==> src/rtl/mem_stage_unit_pkg.sv <==
// rv32i_types: memory-stage FSM states and the mask_sel encodings shared with the control generator
package rv32i_types;
  typedef enum logic [1:0] {IDLE, ACCESS, DONE} mem_state_t;
  localparam logic [2:0] mask_w = 3'd0;
  localparam logic [2:0] mask_h = 3'd1;
  localparam logic [2:0] mask_hu = 3'd2;
  localparam logic [2:0] mask_b = 3'd3;
  localparam logic [2:0] mask_bu = 3'd4;
endpackage

==> src/rtl/mem_stage_unit_load_align_extend.sv <==
// load_align_extend: shifts the addressed lanes of a cache word down and sign/zero-extends them
module load_align_extend
  import rv32i_types::*;
(
  input  logic [31:0] rdata,
  input  logic [1:0]  offset,
  input  logic [2:0]  mask_sel,
  output logic [31:0] result
);
  logic [31:0] w;
  assign w = rdata >> {offset, 3'b000};
  always_comb begin
    result = mask_sel == mask_h  ? {{16{w[15]}}, w[15:0]} :
             mask_sel == mask_hu ? {16'h0000, w[15:0]} :
             mask_sel == mask_b  ? {{24{w[7]}}, w[7:0]} :
             mask_sel == mask_bu ? {24'h000000, w[7:0]} : w;
  end
endmodule

==> src/rtl/mem_stage_unit.sv <==
// mem_stage_unit: turns MEM-stage control into a registered data-cache request,
// stalls while it is outstanding and returns aligned, extended load data
module mem_stage_unit
  import rv32i_types::*;
#(
  parameter int ADDR_W = 32,
  parameter int DATA_W = 32
) (
  input  logic              clk,
  input  logic              rst,
  input  logic              in_valid,
  input  logic              mem_read,
  input  logic              mem_write,
  input  logic [3:0]        mem_byte_enable,
  input  logic [2:0]        mask_sel,
  input  logic [ADDR_W-1:0] addr,
  input  logic [DATA_W-1:0] store_data,
  input  logic              dmem_resp,
  input  logic [DATA_W-1:0] dmem_rdata,
  output logic              dmem_read,
  output logic              dmem_write,
  output logic [ADDR_W-1:0] dmem_address,
  output logic [DATA_W-1:0] dmem_wdata,
  output logic [3:0]        dmem_byte_enable,
  output logic              stall_mem,
  output logic [DATA_W-1:0] load_data,
  output logic              misalign
);
  mem_state_t state_q, state_d;
  logic rd_q, wr_q, mis_q;
  logic [ADDR_W-1:0] addr_q;
  logic [DATA_W-1:0] wdata_q, load_q, ext;
  logic [3:0] be_q;
  logic [2:0] mask_q;
  logic [1:0] off_q;
  logic pending, is_word, is_half, misaligned, reject, issue, take_resp;
  assign pending = in_valid && (mem_read || mem_write);
  // stores size themselves by byte enable, loads by mask_sel; a write beats a simultaneous read
  assign is_word = mem_write ? mem_byte_enable == 4'b1111 : !(mask_sel inside {mask_h, mask_hu, mask_b, mask_bu});
  assign is_half = mem_write ? mem_byte_enable == 4'b0011 : mask_sel inside {mask_h, mask_hu};
  assign misaligned = (is_word && addr[1:0] != 2'b00) || (is_half && addr[0]);
  assign reject = state_q == IDLE && pending && misaligned;
  assign issue = state_q == IDLE && pending && !misaligned;
  assign take_resp = state_q == ACCESS && dmem_resp;
  always_comb begin
    state_d = issue ? ACCESS : take_resp ? DONE : state_q == DONE ? IDLE : state_q;
  end
  always_ff @(posedge clk) begin
    if (rst) begin
      state_q <= IDLE;
      rd_q <= 1'b0;
      wr_q <= 1'b0;
      mis_q <= 1'b0;
      addr_q <= '0;
      wdata_q <= '0;
      load_q <= '0;
      be_q <= '0;
      mask_q <= mask_w;
      off_q <= '0;
    end else begin
      state_q <= state_d;
      mis_q <= reject;
      if (issue) begin
        rd_q <= !mem_write;
        wr_q <= mem_write;
        addr_q <= {addr[ADDR_W-1:2], 2'b00};
        be_q <= mem_byte_enable << addr[1:0];
        wdata_q <= store_data << {addr[1:0], 3'b000};
        mask_q <= mask_sel;
        off_q <= addr[1:0];
      end else if (take_resp) begin
        rd_q <= 1'b0;
        wr_q <= 1'b0;
      end
      if (take_resp && rd_q) load_q <= ext;
      else if (reject) load_q <= '0;
    end
  end
  load_align_extend u_align (
    .rdata(dmem_rdata),
    .offset(off_q),
    .mask_sel(mask_q),
    .result(ext)
  );
  assign stall_mem = issue || state_q == ACCESS;
  assign dmem_read = rd_q;
  assign dmem_write = wr_q;
  assign dmem_address = addr_q;
  assign dmem_wdata = wdata_q;
  assign dmem_byte_enable = be_q;
  assign load_data = load_q;
  assign misalign = mis_q;
endmodule

==> config.mk <==
export PLATFORM = sky130hd
export DESIGN_NAME = mem_stage_unit
export DESIGN_NICKNAME = d
export VERILOG_FILES = /design/src/rtl/mem_stage_unit_pkg.sv /design/src/rtl/mem_stage_unit_load_align_extend.sv /design/src/rtl/mem_stage_unit.sv
export SDC_FILE = /design/constraint.sdc
export NUM_CORES = 1
export LEC_CHECK = 0
export CAP_MARGIN = 20
export CORE_MARGIN = 2
export CORE_UTILIZATION = 34
export DETAILED_ROUTE_END_ITERATION = 16
export GPL_ROUTABILITY_DRIVEN = 1
export GPL_TIMING_DRIVEN = 0
export PLACE_DENSITY = 0.66
export SLEW_MARGIN = 15
export SYNTH_ARGS = -nofsm -noshare
export SYNTH_HDL_FRONTEND = slang
export SYNTH_SLANG_ARGS = --single-unit
==> constraint.sdc <==
create_clock -name clk -period 5.8 [get_ports clk]
set_input_delay 1.45 -clock clk [delete_from_list [all_inputs] [get_ports clk]]
set_output_delay 1.45 -clock clk [all_outputs]
set_load 0.005 [all_outputs]
==> results.md <==
* Starting Density at 34.6%
* Netlist cell types at 47
* Synthesized area per cell at 9.24 um2
* Hold Vio Cnt, Final at 0
* Startpoint types: input port
* Required time worst endpoint at 4350 ps
* Layout cells sized above 1 at 7.45%
* Synthesis Warnings at 0
* Pwr dens at 226 nW/um2
* CTS buffer count at 9
* Max-cap violations at 0
* Clk_lat worst skew at 360 ps
* Cts hold-fix bufs at 0
* Gate Count Post-Synth at 568
* RePlAce Congestion at 0.862
* Leakage power at 0.00309 uW
* Chip width at 128 um
* Detail Route Antenna Nets at 0
* DR pass1 iterations at 4
* Setup Buffers After CTS at 0
* First-pass GRT wire length at 26.9 mm
* Vias per cell at 5.11
* H-tree levels at 3
* Worst-path cell chain: clkdlybuf4s50_1, nor2_1, nor4b_2, o21ai_1, buf_4, buf_4, o21ai_0, clkdlybuf4s50_1
* Detail Placement HPWL at 13.6 mm
* Worst hold start: dmem_address[17]$_SDFFE_PP0P_
* Sequential area share after synthesis at 41.2%
* Total power at 1770 uW
* Sequential share of power at 44.7%
* Minimum hold slack at 463 ps
* Largest net degree at the start of global routing at 20
* Number of flops mapped to enable cells by yosys at 0
* Tot GR Track Use at 20.8%
* CTS tree: built
* Pint at 1280 uW
* Final slew viol count at 0
* Top_reg_cell synth: dfxtp_1
* Drt wl/cell at 17.8 um
* Filler cells at 1356
* Worst Hold Class: reg2reg
* Sw frac at 28.1%
* Final instance count without filler cells at 980
* Kind of end point of the critical path: primary output
* PortBufs at 207
* Leading cell type in the layout, fill and taps excluded: clkdlybuf4s50_1
* Most frequent cells in the layout: clkdlybuf4s50_1 (207), nand2_1 (166), mux2i_1 (111)
* FF+latch count, synth at 108
* Max Clock Skew at 7.42 ps
* Remaining routing DRC violations at 0
* Outcome: finished, final reports clean
* CP arrival at 3780 ps
* Number of top-level pins at 213
* Total congestion overflow at 0
* Routed via count at 5009
* Placed Cells at 964
* F_max at 0.191 GHz
* CTS Root Cell: clkbuf_16
* Tcrit/Tclk final at 90.2%
* Max_slew headroom at 45.3%
* Final setup violation count at 0
* P_sw at 499 uW
* Initial antenna violation count at 0
* Worst stage delay on the critical path at 610 ps
* CP Class: in2out
* Fin util at 51.8%
* RSZ-0062 raised after global routing: false
* Clock Pin Slew Worst Setup and Hold Paths at 80 ps
* Sum of negative setup slack at 0 ps
* Logic pwr share at 21.2%
* N_diodes at 0
* Peak supply drop at 0.151 mV
* Die area at 16400 um2
* Post-cts resize count at 0
* R2R Path Start: off_q[1]$_SDFFE_PP0P_
* Nets at 896
* Worst-Margin Slew at 814 ps
* Max clock buf depth at 2
* Number of global-route vias before repair at 5120
* Crit path launch: mem_write
* Crit Path Max Fanout at 10
* Initial DRC Count at 248
* CTS Sinks at 108
* Area growth, synth to finish at 49.5%
* Die Span Y at 128 um
* Final min period at 5230 ps
* Core ar. at 15100 um2
* Synthesized area at 5250 um2
* FP Rows at 45
* Routed WL at 17.4 mm
* Crit path max-delay cell type: clkdlybuf4s50_1
* Clock network power share at 34.1%
* Async SR Flop Fraction at 0%
-- layer usage --
layer	vias up	track usage, %	share of wire [%]
li1	2423	-	-
met1	2348	25.0	42
met2	225	35.5	47
met3	13	6.68	10
met4	0	6.21	1.3
met5	-	0	0
-- through the flow --
step	worst slack (ps)	area, um2
finish	571	7850
global route	362	7850
CTS	563	7850
detailed placement	572	7560
global placement	567	7560
floorplan	1740	5250
-- worst max-delay path, delay by kind of cell --
family / cells / cell delay, ps
and+or+nand+nor: 2 / 470
AOI/OAI and AO/OA: 2 / 250
buffers and inverters: 4 / 1610
-- power by group through the flow --
stage / clock (uW) / combinational [uW] / sequential, uW
6_report: 605 / 376 / 794
2_1_floorplan: 0 / 183 / 810
5_1_grt: 652 / 406 / 798
4_1_cts: 619 / 377 / 794
3_3_place_gp: 0 / 370 / 809
3_5_place_dp: 0 / 375 / 811
-- cells in the mapped netlist (3+ instances only) --
library cell,count,area (um2)
a21o_1,8,60.1
a21oi_1,3,15.0
a22o_1,25,219
a32o_1,7,70.1
buf_1,6,22.5
buf_2,12,60.1
buf_4,9,67.6
clkbuf_1,15,56.3
dfxtp_1,108,2160
inv_1,3,11.3
mux2_2,11,124
mux2i_1,111,1110
nand2_1,166,623
nand3_1,4,20.0
nor2_1,8,30.0
nor2b_1,3,18.8
o211ai_1,16,120
o21ai_0,9,45.0
o2bb2ai_1,9,78.8
-- registers in the layout (all words and copies together) (netlist names) --
| register | count |
|---|---|
| state_q | 2 |
| misalign | 1 |
| dmem_byte_enable | 4 |
| dmem_address | 30 |
| dmem_wdata | 32 |
| dmem_write | 1 |
| load_data | 32 |
| dmem_read | 1 |
| mask_q | 3 |
| off_q | 2 |
-- cells by family (layout without fill, tap and decap cells) --
kind of cell	count (synthesis)	after routing	synth area share (%)
DFF	108	108	41.2
other	1	2	0.0715
buffers and inverters	48	271	4.65
AOI/OAI and AO/OA	91	91	14.4
and+or+nand+nor	196	196	15.5
xor gates and xnor gates	1	1	0.167
muxes	123	123	24.0
-- final cells by class --
type	instances	area, um2	share of cell area, %
inverters	4	15.0	0.191
clock buffers	9	225	2.87
plain buffers	44	229	2.92
multi-input cells	413	2850	36.3
repair buffers	207	2070	26.4
flip-flops and latches	108	2160	27.6
well taps	188	235	3.00
clock inverters	7	62.6	0.797
-- path summary, 6_finish.rpt --
path	depth (start not counted)	slack [ps]	endpoint
worst min-delay path	2	460	dmem_address[17]$_SDFFE_PP0P_
worst min register to register	2	460	dmem_address[17]$_SDFFE_PP0P_
worst max register to register	6	3780	load_data[22]$_SDFFE_PP0P_
worst max-delay path	8	570	stall_mem
Power figures use the tool's default switching activity.
